### src/rtl/mod_addsub_pkg.sv
// Shared types and dual-rail encoding for the modular add/sub pipeline stages.
package mod_addsub_pkg;

    typedef logic [1:0] dr_pair_t;

    localparam int unsigned DR_TRUE_IDX = 0;
    localparam int unsigned DR_COMP_IDX = 1;

    localparam dr_pair_t DR_SPACER = 2'b00;
    localparam dr_pair_t DR_ZERO   = 2'b10;
    localparam dr_pair_t DR_ONE    = 2'b01;

    typedef enum logic [1:0] {EMPTY, ONE, TWO} stage_state_t;

    function automatic dr_pair_t dr_encode(input logic v);
        return v ? DR_ONE : DR_ZERO;
    endfunction

endpackage

### src/rtl/dr_gen_cell.sv
// One-bit dual-rail generator: carry-generate and half-sum of x and (y ^ s).
module dr_gen_cell
    import mod_addsub_pkg::*;
(
    input  logic x,
    input  logic y,
    input  logic s,
    output logic b_0,
    output logic b_1,
    output logic a_0,
    output logic a_1
);

    logic     y_eff;
    dr_pair_t b_pair;
    dr_pair_t a_pair;

    always_comb begin
        y_eff  = y ^ s;
        b_pair = dr_encode(x & y_eff);
        a_pair = dr_encode(x ^ y_eff);
        b_0    = b_pair[DR_TRUE_IDX];
        b_1    = b_pair[DR_COMP_IDX];
        a_0    = a_pair[DR_TRUE_IDX];
        a_1    = a_pair[DR_COMP_IDX];
    end

endmodule

### src/rtl/mod_addsub_stage1_pipe.sv
// First stage of the modular adder/subtractor: per-bit dual-rail codewords behind a
// valid/ready interface with a two-entry skid buffer (main M, skid K).
module mod_addsub_stage1_pipe
    import mod_addsub_pkg::*;
#(
    parameter int unsigned WIDTH     = 4,
    parameter bit          SPACER_EN = 1'b1
) (
    input  logic             clk,
    input  logic             rst_n,
    input  logic             in_valid,
    output logic             in_ready,
    input  logic             s,
    input  logic [WIDTH-1:0] x,
    input  logic [WIDTH-1:0] y,
    output logic             out_valid,
    input  logic             out_ready,
    output logic             out_s,
    output logic [WIDTH-1:0] b_0,
    output logic [WIDTH-1:0] b_1,
    output logic [WIDTH-1:0] a_0,
    output logic [WIDTH-1:0] a_1
);

    typedef struct packed {
        logic             s;
        logic [WIDTH-1:0] b0;
        logic [WIDTH-1:0] b1;
        logic [WIDTH-1:0] a0;
        logic [WIDTH-1:0] a1;
    } word_t;

    word_t        new_word;
    word_t        m_q, m_d;
    word_t        k_q, k_d;
    stage_state_t state_q, state_d;
    logic         in_fire;
    logic         out_fire;

    for (genvar i = 0; i < WIDTH; i++) begin : g_cell
        dr_gen_cell u_cell (
            .x   (x[i]),
            .y   (y[i]),
            .s   (s),
            .b_0 (new_word.b0[i]),
            .b_1 (new_word.b1[i]),
            .a_0 (new_word.a0[i]),
            .a_1 (new_word.a1[i])
        );
    end
    assign new_word.s = s;

    // Handshake flags come from the registered state only, so in_ready never
    // depends combinationally on out_ready.
    assign out_valid = (state_q != EMPTY);
    assign in_ready  = (state_q != TWO);
    assign in_fire   = in_valid && in_ready;
    assign out_fire  = out_valid && out_ready;

    always_comb begin
        state_d = state_q;
        m_d     = m_q;
        k_d     = k_q;
        case (state_q)
            EMPTY: begin
                if (in_fire) begin
                    m_d     = new_word;
                    state_d = ONE;
                end
            end
            ONE: begin
                if (in_fire && !out_fire) begin
                    k_d     = new_word;
                    state_d = TWO;
                end else if (!in_fire && out_fire) begin
                    state_d = EMPTY;
                end else if (in_fire && out_fire) begin
                    m_d = new_word;
                end
            end
            TWO: begin
                if (out_fire) begin
                    m_d     = k_q;
                    state_d = ONE;
                end
            end
            default: state_d = EMPTY;
        endcase
    end

    always_ff @(posedge clk or negedge rst_n) begin
        if (!rst_n) begin
            state_q <= EMPTY;
            m_q     <= '0;
            k_q     <= '0;
        end else begin
            state_q <= state_d;
            m_q     <= m_d;
            k_q     <= k_d;
        end
    end

    always_comb begin
        out_s = m_q.s;
        b_0   = m_q.b0;
        b_1   = m_q.b1;
        a_0   = m_q.a0;
        a_1   = m_q.a1;
        if (SPACER_EN && !out_valid) begin
            b_0 = '0;
            b_1 = '0;
            a_0 = '0;
            a_1 = '0;
        end
    end

endmodule

### config.mk
export PLATFORM = sky130hd
export DESIGN_NAME = mod_addsub_stage1_pipe
export DESIGN_NICKNAME = d
export VERILOG_FILES = /design/src/rtl/mod_addsub_pkg.sv /design/src/rtl/dr_gen_cell.sv /design/src/rtl/mod_addsub_stage1_pipe.sv
export SDC_FILE = /design/constraint.sdc
export NUM_CORES = 1
export LEC_CHECK = 0
export ABC_AREA = 0
export CAP_MARGIN = 20
export CORE_MARGIN = 2
export CORE_UTILIZATION = 48
export CTS_CLUSTER_DIAMETER = 80
export DETAILED_ROUTE_END_ITERATION = 12
export PLACE_DENSITY = 0.82
export SLEW_MARGIN = 20
export SYNTH_ARGS = -nofsm -noshare
export SYNTH_HDL_FRONTEND = slang
export SYNTH_SLANG_ARGS = --single-unit
export TNS_END_PERCENT = 1
### constraint.sdc
create_clock -name clk -period 2.35 [get_ports clk]
set_input_delay 0.3525 -clock clk [delete_from_list [all_inputs] [get_ports clk]]
set_output_delay 0.3525 -clock clk [all_outputs]
set_load 0.02 [all_outputs]
==> impl_metrics.ini <==
[layout]
syn2layout_area_growth_pct = 26.8
fin_util = 0.619
number_of_fill_cells_in_the_layout = 302
fraction_of_final_layout_cells_with_drive_strength_greater_than_1 = 0.297
final_area_um2 = 2440
final_cell_count_no_fill = 245
layout.nets = 214
antenna-diode-count = 0

[global_routing]
grt_antenna_before_repair = 0
grt_start_max_net_pins = 37
via_count_of_the_first_global_routing_pass = 1385
grtUsageTotal = 0.198
global_route_wire_length_before_repair_um = 6510
grt-ovfl-total = 0

[status]
status = completed

[timing]
final_hold_viol_count = 0
max_clk_rate_ghz = 0.445
min_period_ns = 2.25
worst_slew_margin_rel = 0.696
setup_viol_count_final = 0
fin_clk_skew_ns = 0.00664
setup_slack_ns = 0.102
finalMaxSlewViolations = 0
finalCritPeriodShare = 0.957
rsz_0062_raised_after_global_routing = no
worst_pin_slew_ns = 0.456

[drt]
detail_route.first_pass.iterations = 2
detail-route-antenna-nets = 0
detail_route.iter0.violations = 39
remaining_drc_errors = 0
totalWireLength_um = 3760
wire_per_inst_um = 15.4
via_per_inst = 5.16
detailroute.via_count = 1263

[logic_synthesis]
post_synth.cell_area_avg_um2 = 12.4
yosysSeqAreaShare = 0.468
yosys_register_bits = 36
synthDominantCellAreaShare = 0.468
synthesis.instances = 155
synth.top_cells.by_count = sky130_fd_sc_hd__dfrtp_1, sky130_fd_sc_hd__mux2_2, sky130_fd_sc_hd__and2b_1
netlist-cell-type-count = 22
synth_area_leaders = sky130_fd_sc_hd__dfrtp_1, sky130_fd_sc_hd__mux2_2, sky130_fd_sc_hd__mux2_4
dominant_cell_by_count_in_the_synthesized_netlist = sky130_fd_sc_hd__dfrtp_1
synth.cell_area_um2 = 1930
ys_dominant_reg_cell = sky130_fd_sc_hd__dfrtp_1
synth_area_leader_cell = sky130_fd_sc_hd__dfrtp_1
synth_async_sr_flop_share = 1.00
synth_fp_nets = 175
synth-edff-count = 0
yosys_warnings = 0

[clock_tree]
cts.repair_timing.setup_buffer_count = 0
clock_tree.root_cell = sky130_fd_sc_hd__clkbuf_8
h_tree_levels = 2
clk_path_buf_depth = 2
tritoncts_num_sinks = 36
clkTransAtPathRegs_ns = 0.07
clock_latency_ns = 0.29
cts_made_buffers = 5
cts_hold_buf = 0
tritoncts = yes

[place]
gpl.final_weighted_congestion = 0.811
detailedPlacementHpwl_um = 2720
post_dp_cell_area_um2 = 2350
post-place-cells = 237
port_buffers = 31
place_worst_setup_slack_ns = -0.0359

[die]
row_count = 23
io-pin-count = 32
die_width_um = 67.4
initial_utilization = 0.489
die-area_um2 = 4540
fp.coreArea_um2 = 3940
die_h_um = 67.4

[worst_setup_path]
timing.setup.critical_path_class = reg -> out
critPathRequiredTime_ns = 2.00
arrival_time_reported_for_the_critical_path_endpoint_ns = 1.90
timing.reg2reg.worst_path_depth = 9
setup.worst_path.start_class = register
worst_setup_path_end_kind = output port
setup.reg_to_reg.worst_slack_ns = 0.13
timing.critical_path.fanout_max = 17

[power]
leakagePower_nw = 1.09
worst_ir_drop_on_vdd_v = 0.000702
power-per-cell-area_nw_per_um2 = 1360

[hold_path]
worst_hold_path_type = in -> async

[job]
max_cap_viol_count = 0
power breakdown:
part           total (mW)  switching (mW)  leakage [nW]  internal, mW
logic                1.77           0.780         0.609         0.989
registers            1.09           0.174         0.431         0.919
clock network       0.454           0.215        0.0455         0.239
worst max-delay path: stages, from the launching register on:
cell and delay, ns:
sky130_fd_sc_hd__dfrtp_1 0.52, sky130_fd_sc_hd__nor2_2 0.07, sky130_fd_sc_hd__buf_4 0.20, sky130_fd_sc_hd__and2b_1 0.22, sky130_fd_sc_hd__clkdlybuf4s50_1 0.60
placed cells by master, fill, tap and decap left out:
| master | n |
|---|---|
| sky130_fd_sc_hd__mux2_2 | 25 |
| sky130_fd_sc_hd__nand2_1 | 9 |
| sky130_fd_sc_hd__nor2_2 | 1 |
| sky130_fd_sc_hd__nor4b_4 | 1 |
| sky130_fd_sc_hd__o21ai_0 | 9 |
| sky130_fd_sc_hd__mux2i_1 | 1 |
| sky130_fd_sc_hd__o2bb2ai_4 | 1 |
| sky130_fd_sc_hd__buf_12 | 2 |
| sky130_fd_sc_hd__inv_2 | 1 |
| sky130_fd_sc_hd__clkdlybuf4s50_1 | 31 |
| sky130_fd_sc_hd__buf_4 | 9 |
| sky130_fd_sc_hd__ha_2 | 1 |
| sky130_fd_sc_hd__clkbuf_8 | 6 |
| sky130_fd_sc_hd__nand3b_1 | 2 |
| sky130_fd_sc_hd__a21oi_1 | 8 |
| sky130_fd_sc_hd__xor2_1 | 4 |
| sky130_fd_sc_hd__clkbuf_1 | 2 |
| sky130_fd_sc_hd__dfrtp_1 | 35 |
| sky130_fd_sc_hd__ha_1 | 6 |
| sky130_fd_sc_hd__nor3b_1 | 8 |
| sky130_fd_sc_hd__o22ai_1 | 1 |
| sky130_fd_sc_hd__dfrtp_2 | 1 |
| sky130_fd_sc_hd__inv_1 | 3 |
| sky130_fd_sc_hd__and2b_1 | 14 |
| sky130_fd_sc_hd__nor2b_1 | 4 |
| sky130_fd_sc_hd__mux2_4 | 10 |
kinds of logic after synthesis:
kind of cell             after synthesis  share of synthesized area
adder cells (fa/ha/maj)                7                     0.0455
AO/OA/AOI/OAI                         19                     0.0617
multiplexers                          36                      0.229
buffers and inverters                 14                     0.0396
XOR/XNOR                               4                     0.0182
AND/OR/NAND/NOR                       39                      0.138
flip-flops                            36                      0.468
final timing paths:
check | startpoint | to
setup reg to reg | state_q[0] | out_s
hold reg to reg | k_q[8] | k_q[8]
setup / recovery | state_q[0] | a_1[2]
min in group clk | k_q[8] | k_q[8]
hold / removal | rst_n | m_q[3]
max in group asynchronous | rst_n | state_q[1]
sequential cells by signal, summed over array words and instances (netlist names):
register / cells
k_q: 17
state_q: 2
m_q: 16
out_s: 1
repair_timing:
item / 4_1_cts / 5_1_grt
endpoints found under the hold margin: 0 / 0
setup endpoints to repair: 0 / 8
resized for setup: 0 / 1
cell type report:
cell class	instances	area, um2	area share
inverters	4	15.0	0.00615
multi-input cells	105	955	0.391
well taps	50	62.6	0.0256
repair buffers	42	418	0.171
flip-flops and latches	36	902	0.369
clock buffers	8	90.1	0.0369
through the flow:
stage	total power [mW]	setup TNS (ns)	hold WS, ns
after floorplan	2.24	0	0.0569
after global placement	2.81	0	0.464
after detailed placement	2.88	-0.191	0.477
after CTS	3.34	0	0.489
after global routing	3.54	0	0.523
final	3.32	0	0.474
per-layer routing:
layer | wire length (um) | vias to the layer above | GRT usage | part of all wire
met1 | 1660 | 621 | 0.236 | 0.44
met2 | 1880 | 26 | 0.338 | 0.50
met5 | 0 | - | 0 | 0
li1 | - | 608 | - | -
met4 | 65 | 0 | 0.0944 | 0.017
met3 | 152 | 8 | 0.0450 | 0.040
No activity file was read; power rests on OpenSTA's default activity.
